File: config.mk
export PLATFORM = sky130hd
export DESIGN_NAME = spy_serial_rx
export DESIGN_NICKNAME = d
export VERILOG_FILES = /design/src/rtl/spy_serial_rx.sv
export SDC_FILE = /design/constraint.sdc
export NUM_CORES = 1
export LEC_CHECK = 0
export ABC_AREA = 1
export ABC_CLOCK_PERIOD_IN_PS = 1860
export BUFFER_PORTS_ARGS = -buffer_cell sky130_fd_sc_hd__buf_2
export CAP_MARGIN = 20
export CORE_AREA = 3 3 82 84
export DETAILED_ROUTE_END_ITERATION = 16
export DIE_AREA = 0 0 85 87
export HOLD_SLACK_MARGIN = 0.03
export PLACE_DENSITY_LB_ADDON = 0.12
export SLEW_MARGIN = 20
export SYNTH_ARGS = -nofsm -noshare
export SYNTH_HDL_FRONTEND = slang
export SYNTH_SLANG_ARGS = --single-unit
File: constraint.sdc
create_clock -name sysclk -period 1.86 [get_ports sysclk]
set_input_delay 0.093 -clock sysclk [delete_from_list [all_inputs] [get_ports sysclk]]
set_output_delay 0.093 -clock sysclk [all_outputs]
set_load 0.01 [all_outputs]
File: src/rtl/spy_serial_rx.sv
// spy_serial_rx: oversampling 8N1 serial receiver feeding the spy port command parser.
//
// Each bit is split into 16 oversample ticks of DIVISOR sysclk cycles each. The bit value
// is the majority of the samples taken on ticks 7, 8 and 9. A start bit that fails its
// vote is rejected as a glitch. A low stop bit raises a frame error and parks the
// receiver in BREAK until the line returns high. Good bytes enter a small FIFO.
//
// Ports:
//   sysclk        in   sole clock, rising edge
//   reset_n       in   asynchronous active-low reset
//   rs232_rxd     in   raw serial line, idle high, LSB first
//   rx_data       out  FIFO head byte, meaningful while rx_valid=1
//   rx_valid      out  FIFO non-empty
//   rx_ack        in   pops the head on a cycle where rx_valid=1
//   rx_overrun    out  sticky: a completed byte was dropped on a full FIFO
//   rx_frame_err  out  sticky: stop bit sampled low
//   err_clr       in   clears both sticky flags (a coincident new error wins)
//   rx_busy       out  receiver not idle (one cycle behind the state)
module spy_serial_rx #(
  parameter int unsigned DIVISOR    = 27,
  parameter int unsigned FIFO_DEPTH = 4
) (
  input  logic       sysclk,
  input  logic       reset_n,
  input  logic       rs232_rxd,
  output logic [7:0] rx_data,
  output logic       rx_valid,
  input  logic       rx_ack,
  output logic       rx_overrun,
  output logic       rx_frame_err,
  input  logic       err_clr,
  output logic       rx_busy
);

  localparam int unsigned AW         = $clog2(FIFO_DEPTH);
  localparam logic [7:0]  TickReload = 8'(DIVISOR - 1);

  typedef enum logic [2:0] {StIdle, StStart, StData, StStop, StBreak} state_e;

  logic         r_sync1, r_sync2;
  logic [7:0]   r_tcnt;
  logic [3:0]   r_scnt;
  logic [2:0]   r_bitcnt;
  logic [2:0]   r_smp;
  logic [7:0]   r_shift;
  state_e       r_state;
  logic         r_busy;
  logic         r_frame_err;
  logic         r_overrun;
  logic [7:0]   r_mem [FIFO_DEPTH];
  logic [AW:0]  r_wptr, r_rptr;

  logic w_tick, w_bound, w_vote, w_vote_stop, w_stop_tick;
  logic w_push, w_ferr_set, w_empty, w_full, w_pop, w_wr, w_ovr_set;

  assign w_tick      = (r_tcnt == 8'd0);
  assign w_bound     = w_tick && (r_scnt == 4'd15);
  assign w_vote      = (r_smp[0] & r_smp[1]) | (r_smp[0] & r_smp[2]) | (r_smp[1] & r_smp[2]);
  // The stop decision lands on the third sample's own tick, so that sample is taken live.
  assign w_vote_stop = (r_smp[0] & r_smp[1]) | (r_smp[0] & r_sync2) | (r_smp[1] & r_sync2);
  assign w_stop_tick = (r_state == StStop) && w_tick && (r_scnt == 4'd9);
  assign w_push      = w_stop_tick && w_vote_stop;
  assign w_ferr_set  = w_stop_tick && !w_vote_stop;

  assign w_empty   = (r_wptr == r_rptr);
  assign w_full    = (r_wptr[AW] != r_rptr[AW]) && (r_wptr[AW-1:0] == r_rptr[AW-1:0]);
  assign w_pop     = rx_ack && !w_empty;
  // A pop in the same cycle frees the slot, so a push onto a full FIFO is still accepted.
  assign w_wr      = w_push && (!w_full || w_pop);
  assign w_ovr_set = w_push && w_full && !w_pop;

  assign rx_data      = r_mem[r_rptr[AW-1:0]];
  assign rx_valid     = !w_empty;
  assign rx_overrun   = r_overrun;
  assign rx_frame_err = r_frame_err;
  assign rx_busy      = r_busy;

  always_ff @(posedge sysclk or negedge reset_n) begin
    if (!reset_n) begin
      r_sync1 <= 1'b1;
      r_sync2 <= 1'b1;
    end else begin
      r_sync1 <= rs232_rxd;
      r_sync2 <= r_sync1;
    end
  end

  // Tick divider; reloaded on the start edge so tick phase follows the incoming frame.
  always_ff @(posedge sysclk or negedge reset_n) begin
    if (!reset_n) begin
      r_tcnt <= 8'd0;
    end else if ((r_state == StIdle && !r_sync2) || w_tick) begin
      r_tcnt <= TickReload;
    end else begin
      r_tcnt <= r_tcnt - 8'd1;
    end
  end

  always_ff @(posedge sysclk or negedge reset_n) begin
    if (!reset_n) begin
      r_state     <= StIdle;
      r_scnt      <= 4'd0;
      r_bitcnt    <= 3'd0;
      r_smp       <= 3'd0;
      r_shift     <= 8'd0;
      r_busy      <= 1'b0;
      r_frame_err <= 1'b0;
    end else begin
      r_busy <= (r_state != StIdle);

      if (w_ferr_set) begin
        r_frame_err <= 1'b1;
      end else if (err_clr) begin
        r_frame_err <= 1'b0;
      end

      if (r_state != StIdle && w_tick) begin
        r_scnt <= r_scnt + 4'd1;
        if (r_scnt == 4'd7) r_smp[0] <= r_sync2;
        if (r_scnt == 4'd8) r_smp[1] <= r_sync2;
        if (r_scnt == 4'd9) r_smp[2] <= r_sync2;
      end

      unique case (r_state)
        StIdle: begin
          r_scnt <= 4'd0;
          if (!r_sync2) r_state <= StStart;
        end
        StStart: begin
          if (w_bound) begin
            if (!w_vote) begin
              r_state  <= StData;
              r_bitcnt <= 3'd0;
            end else begin
              r_state <= StIdle;
            end
          end
        end
        StData: begin
          if (w_bound) begin
            r_shift <= {w_vote, r_shift[7:1]};
            if (r_bitcnt == 3'd7) begin
              r_state <= StStop;
            end else begin
              r_bitcnt <= r_bitcnt + 3'd1;
            end
          end
        end
        StStop: begin
          if (w_stop_tick) r_state <= w_vote_stop ? StIdle : StBreak;
        end
        StBreak: begin
          if (r_sync2) r_state <= StIdle;
        end
        default: r_state <= StIdle;
      endcase
    end
  end

  always_ff @(posedge sysclk or negedge reset_n) begin
    if (!reset_n) begin
      r_wptr    <= '0;
      r_rptr    <= '0;
      r_overrun <= 1'b0;
      for (int unsigned i = 0; i < FIFO_DEPTH; i++) begin
        r_mem[i] <= 8'd0;
      end
    end else begin
      if (w_wr) begin
        r_mem[r_wptr[AW-1:0]] <= r_shift;
        r_wptr                <= r_wptr + {{AW{1'b0}}, 1'b1};
      end
      if (w_pop) begin
        r_rptr <= r_rptr + {{AW{1'b0}}, 1'b1};
      end
      if (w_ovr_set) begin
        r_overrun <= 1'b1;
      end else if (err_clr) begin
        r_overrun <= 1'b0;
      end
    end
  end

endmodule

==> metrics <==
first-pass GRT wire length about 13 mm; fraction of layout cells with a size suffix above 1 17.06%; synth warn 0; r2r endpoint r_mem[12]$_DFFE_PN0P_; Final Critical Period 1720 ps; number of synthesized register bits 72; Hold Vio Cnt, Final 0; final worst-path cycle share 92.46%; htree depth 3; Layout Utilization 69.36%; Slew @ Worst Pin 561.1 ps; Rows 28; critical path class reg -> reg; Initial DRC Count around 170; r2r worst-path depth 10; vias in the first global route between 2000 and 3000; Hold Crit Class in -> reg; GRT met3 Usage 4.447%; Layout fillers approximately 480; dpl hpwl 5.222 mm; die area around 0.0074 sq mm; Non-Filler Instances 544; Synth cell types 31; Routed WL 7.648 mm; Netlist Area Pre-Place 0.003615 sq mm; Post-DP Area 0.003839 sq mm; Hold Startpoint rx_ack; register area share after synthesis approximately half; Worst Hold Path EP r_rptr[0]$_DFFE_PN0P_; synth top area cells dfrtp_1, nand2_1, nand3_1, nor2_1, ha_1; antenna violation net count after detailed routing 0; all-layer global routing usage a little under a quarter; P&R area growth vs syn 14.95%; largest net degree at the start of global routing 50; Post-Syn Instances around 430; CP required 2090 ps; total grt overflow 0; CTS buffer count 9; leakage 2.129 nW; Slew headroom between 60% and 70%; Clock Skew 10.88 ps; Worst Path Arrival 1950 ps; WL per Instance 14.06 microns; via/cell ratio 5.320; status complete, no violations; DR vias just under 3000; clock-pin slew on the worst setup and hold paths 70 ps; initial antenna violation count 0; Total Power 3.846 mW; busiest grt layer met2; area of the core 0.005991 sq mm; area leader, netlist dfrtp_1; Max Buffers Root-to-Sink 2; Synth Net Count 442; fin nets 480; Worst-Skew Late Latency 350 ps; met1 Resource Use GR about 30%; Avg Cell Area, Syn about 8.5 sq um; setup TNS 0 ps; Placer Congestion 0.7874; Peak supply drop 0.0006413 V; maxcap violations 0; worst hold path depth 3; Worst setup SP type flop; Reg2Reg Setup Slack 140 ps; Inserted Diodes 0; finished layout cell area 0.004155 sq mm; Pre-Repair DR Iteration Count 4; initial core utilization 60.34%; Synth top area share 48.46%; R2R Path Start r_tcnt[1]$_DFF_PN0_; Die X roughly 85 microns; final setup violation count 0; CP Capture Type flop; CTS root buf clkbuf_8; DRC errors left 0; PD cells 925.6 mW/mm^2; port bufs 16; Max Slew Vio Count 0; Inst Count DP 521; met2 usage 38.63%; I/O pins 17; die height 87 microns; CTS tree built; f_max 0.5815 GHz; clk sinks 72; maximum fanout along the worst path 10
==> how the worst max path moves through the flow <==
stage | startpoint | end | slack [ps] | depth (start not counted)
after floorplan | r_tcnt[0]$_DFF_PN0_ | r_mem[0]$_DFFE_PN0P_ | 320 | 10
after global placement | r_tcnt[0]$_DFF_PN0_ | r_wptr[1]$_DFFE_PN0P_ | -8 | 7
after detailed placement | r_tcnt[0]$_DFF_PN0_ | r_mem[0]$_DFFE_PN0P_ | -80 | 8
after CTS | r_tcnt[0]$_DFF_PN0_ | r_mem[12]$_DFFE_PN0P_ | 30 | 10
after global routing | r_tcnt[1]$_DFF_PN0_ | r_mem[12]$_DFFE_PN0P_ | -2 | 10
final | r_tcnt[1]$_DFF_PN0_ | r_mem[12]$_DFFE_PN0P_ | 140 | 10
==> stage by stage <==
step	setup slack (ps)	hold slack, ps
2_1_floorplan	324.4	-202.6
3_3_place_gp	-8.148	112.9
3_5_place_dp	-75.40	122.7
4_1_cts	29.90	119.9
5_1_grt	-1.687	129.7
6_report	140.3	128.6
==> power breakdown <==
part	leakage, nW	total (mW)	internal (mW)	switching, mW
Combinational	1.06	0.893	0.358	0.534
Sequential	0.967	1.64	1.60	0.0395
Clock	0.104	1.31	0.753	0.558
==> cells in the mapped netlist <==
master	instances
clkbuf_1	2
nor2_8	2
o21ai_0	24
nand2_2	3
dfstp_2	2
xor2_1	4
nand3_2	1
inv_1	28
nor2_4	4
o22ai_1	9
nand4_2	1
o21ai_2	1
buf_2	6
ha_1	11
nor3b_1	1
dfrtp_1	70
a22o_1	1
a21oi_1	8
nand2_1	123
buf_6	4
nand4_1	1
nand3_4	5
o31ai_1	1
o21ai_1	11
nor2_1	48
or2_2	1
inv_2	6
buf_4	1
nor2_2	1
nand3_1	43
xnor2_1	3
==> what timing repair did <==
action | in CTS | in global routing
pin swaps | 0 | 5
endpoints found under the setup margin | 34 | 43
hold endpoints to repair | 24 | 0
buffers inserted | 0 | 3
hold buffers | 3 | 0
gates resized for setup | 1 | 6
gates cloned | 1 | 0
==> cells by family (layout without fill, tap and decap cells) <==
family	after synthesis	count (layout)	share of synthesized area [%]
adders and majority gates	11	11	3.807
buffers and inverters	47	89	6.023
DFF	72	72	49.91
AOI/OAI and AO/OA	55	55	8.204
and+or+nand+nor	234	235	30.36
xor gates and xnor gates	7	7	1.696
==> layout by cell type, fill, tap and decap left out, drive strengths merged <==
master,synthesis,final
inv,34,34
o22ai,9,9
xnor2,3,3
o21ai,36,36
nand4,2,2
nor3b,1,1
a21oi,8,8
dfrtp,70,70
clkinv,0,2
clkbuf,2,12
or2,1,1
nand3,49,49
xor2,4,4
nand2,126,126
o31ai,1,1
dlygate4sd3,0,3
bufinv,0,2
ha,11,11
nor2,55,56
dfstp,2,2
buf,11,36
a22o,1,1
==> area by class of cell <==
class | count | area [sq um] | share of cell area, %
sequential | 72 | 1804 | 43.42
multi-input combinational | 308 | 1619 | 38.96
timing repair buffer | 39 | 305.3 | 7.347
clock buffer | 12 | 135.1 | 3.252
inverter | 34 | 127.6 | 3.071
tap | 75 | 93.84 | 2.258
clock inverter | 4 | 70.07 | 1.686
==> critical path: stages, from the launching register on <==
cell     delay, ps
dfrtp_1        380
inv_1          100
ha_4           160
nand2_2         80
nor2_4         140
buf_8          150
nand3_4         90
nor2_8         190
nand3_4        160
nand2_2         80
nand2_1         60
==> state kept, by name, summed over array words and instances, names as in the netlist <==
register and count:
r_bitcnt 3, r_mem 32, r_scnt 4, r_sync1 1
r_tcnt 8, r_sync2 1, r_rptr 3, r_state 3
r_smp 3, r_shift 8, rx_frame_err 1, rx_overrun 1
r_wptr 3, rx_busy 1
==> metal layers <==
layer	part of all wire, %	vias up
li1	-	1452
met4	1.7	0
met5	0	-
met1	46	1375
met3	3.6	12
met2	49	55
Note: power is estimated with default switching activity, not from simulation.
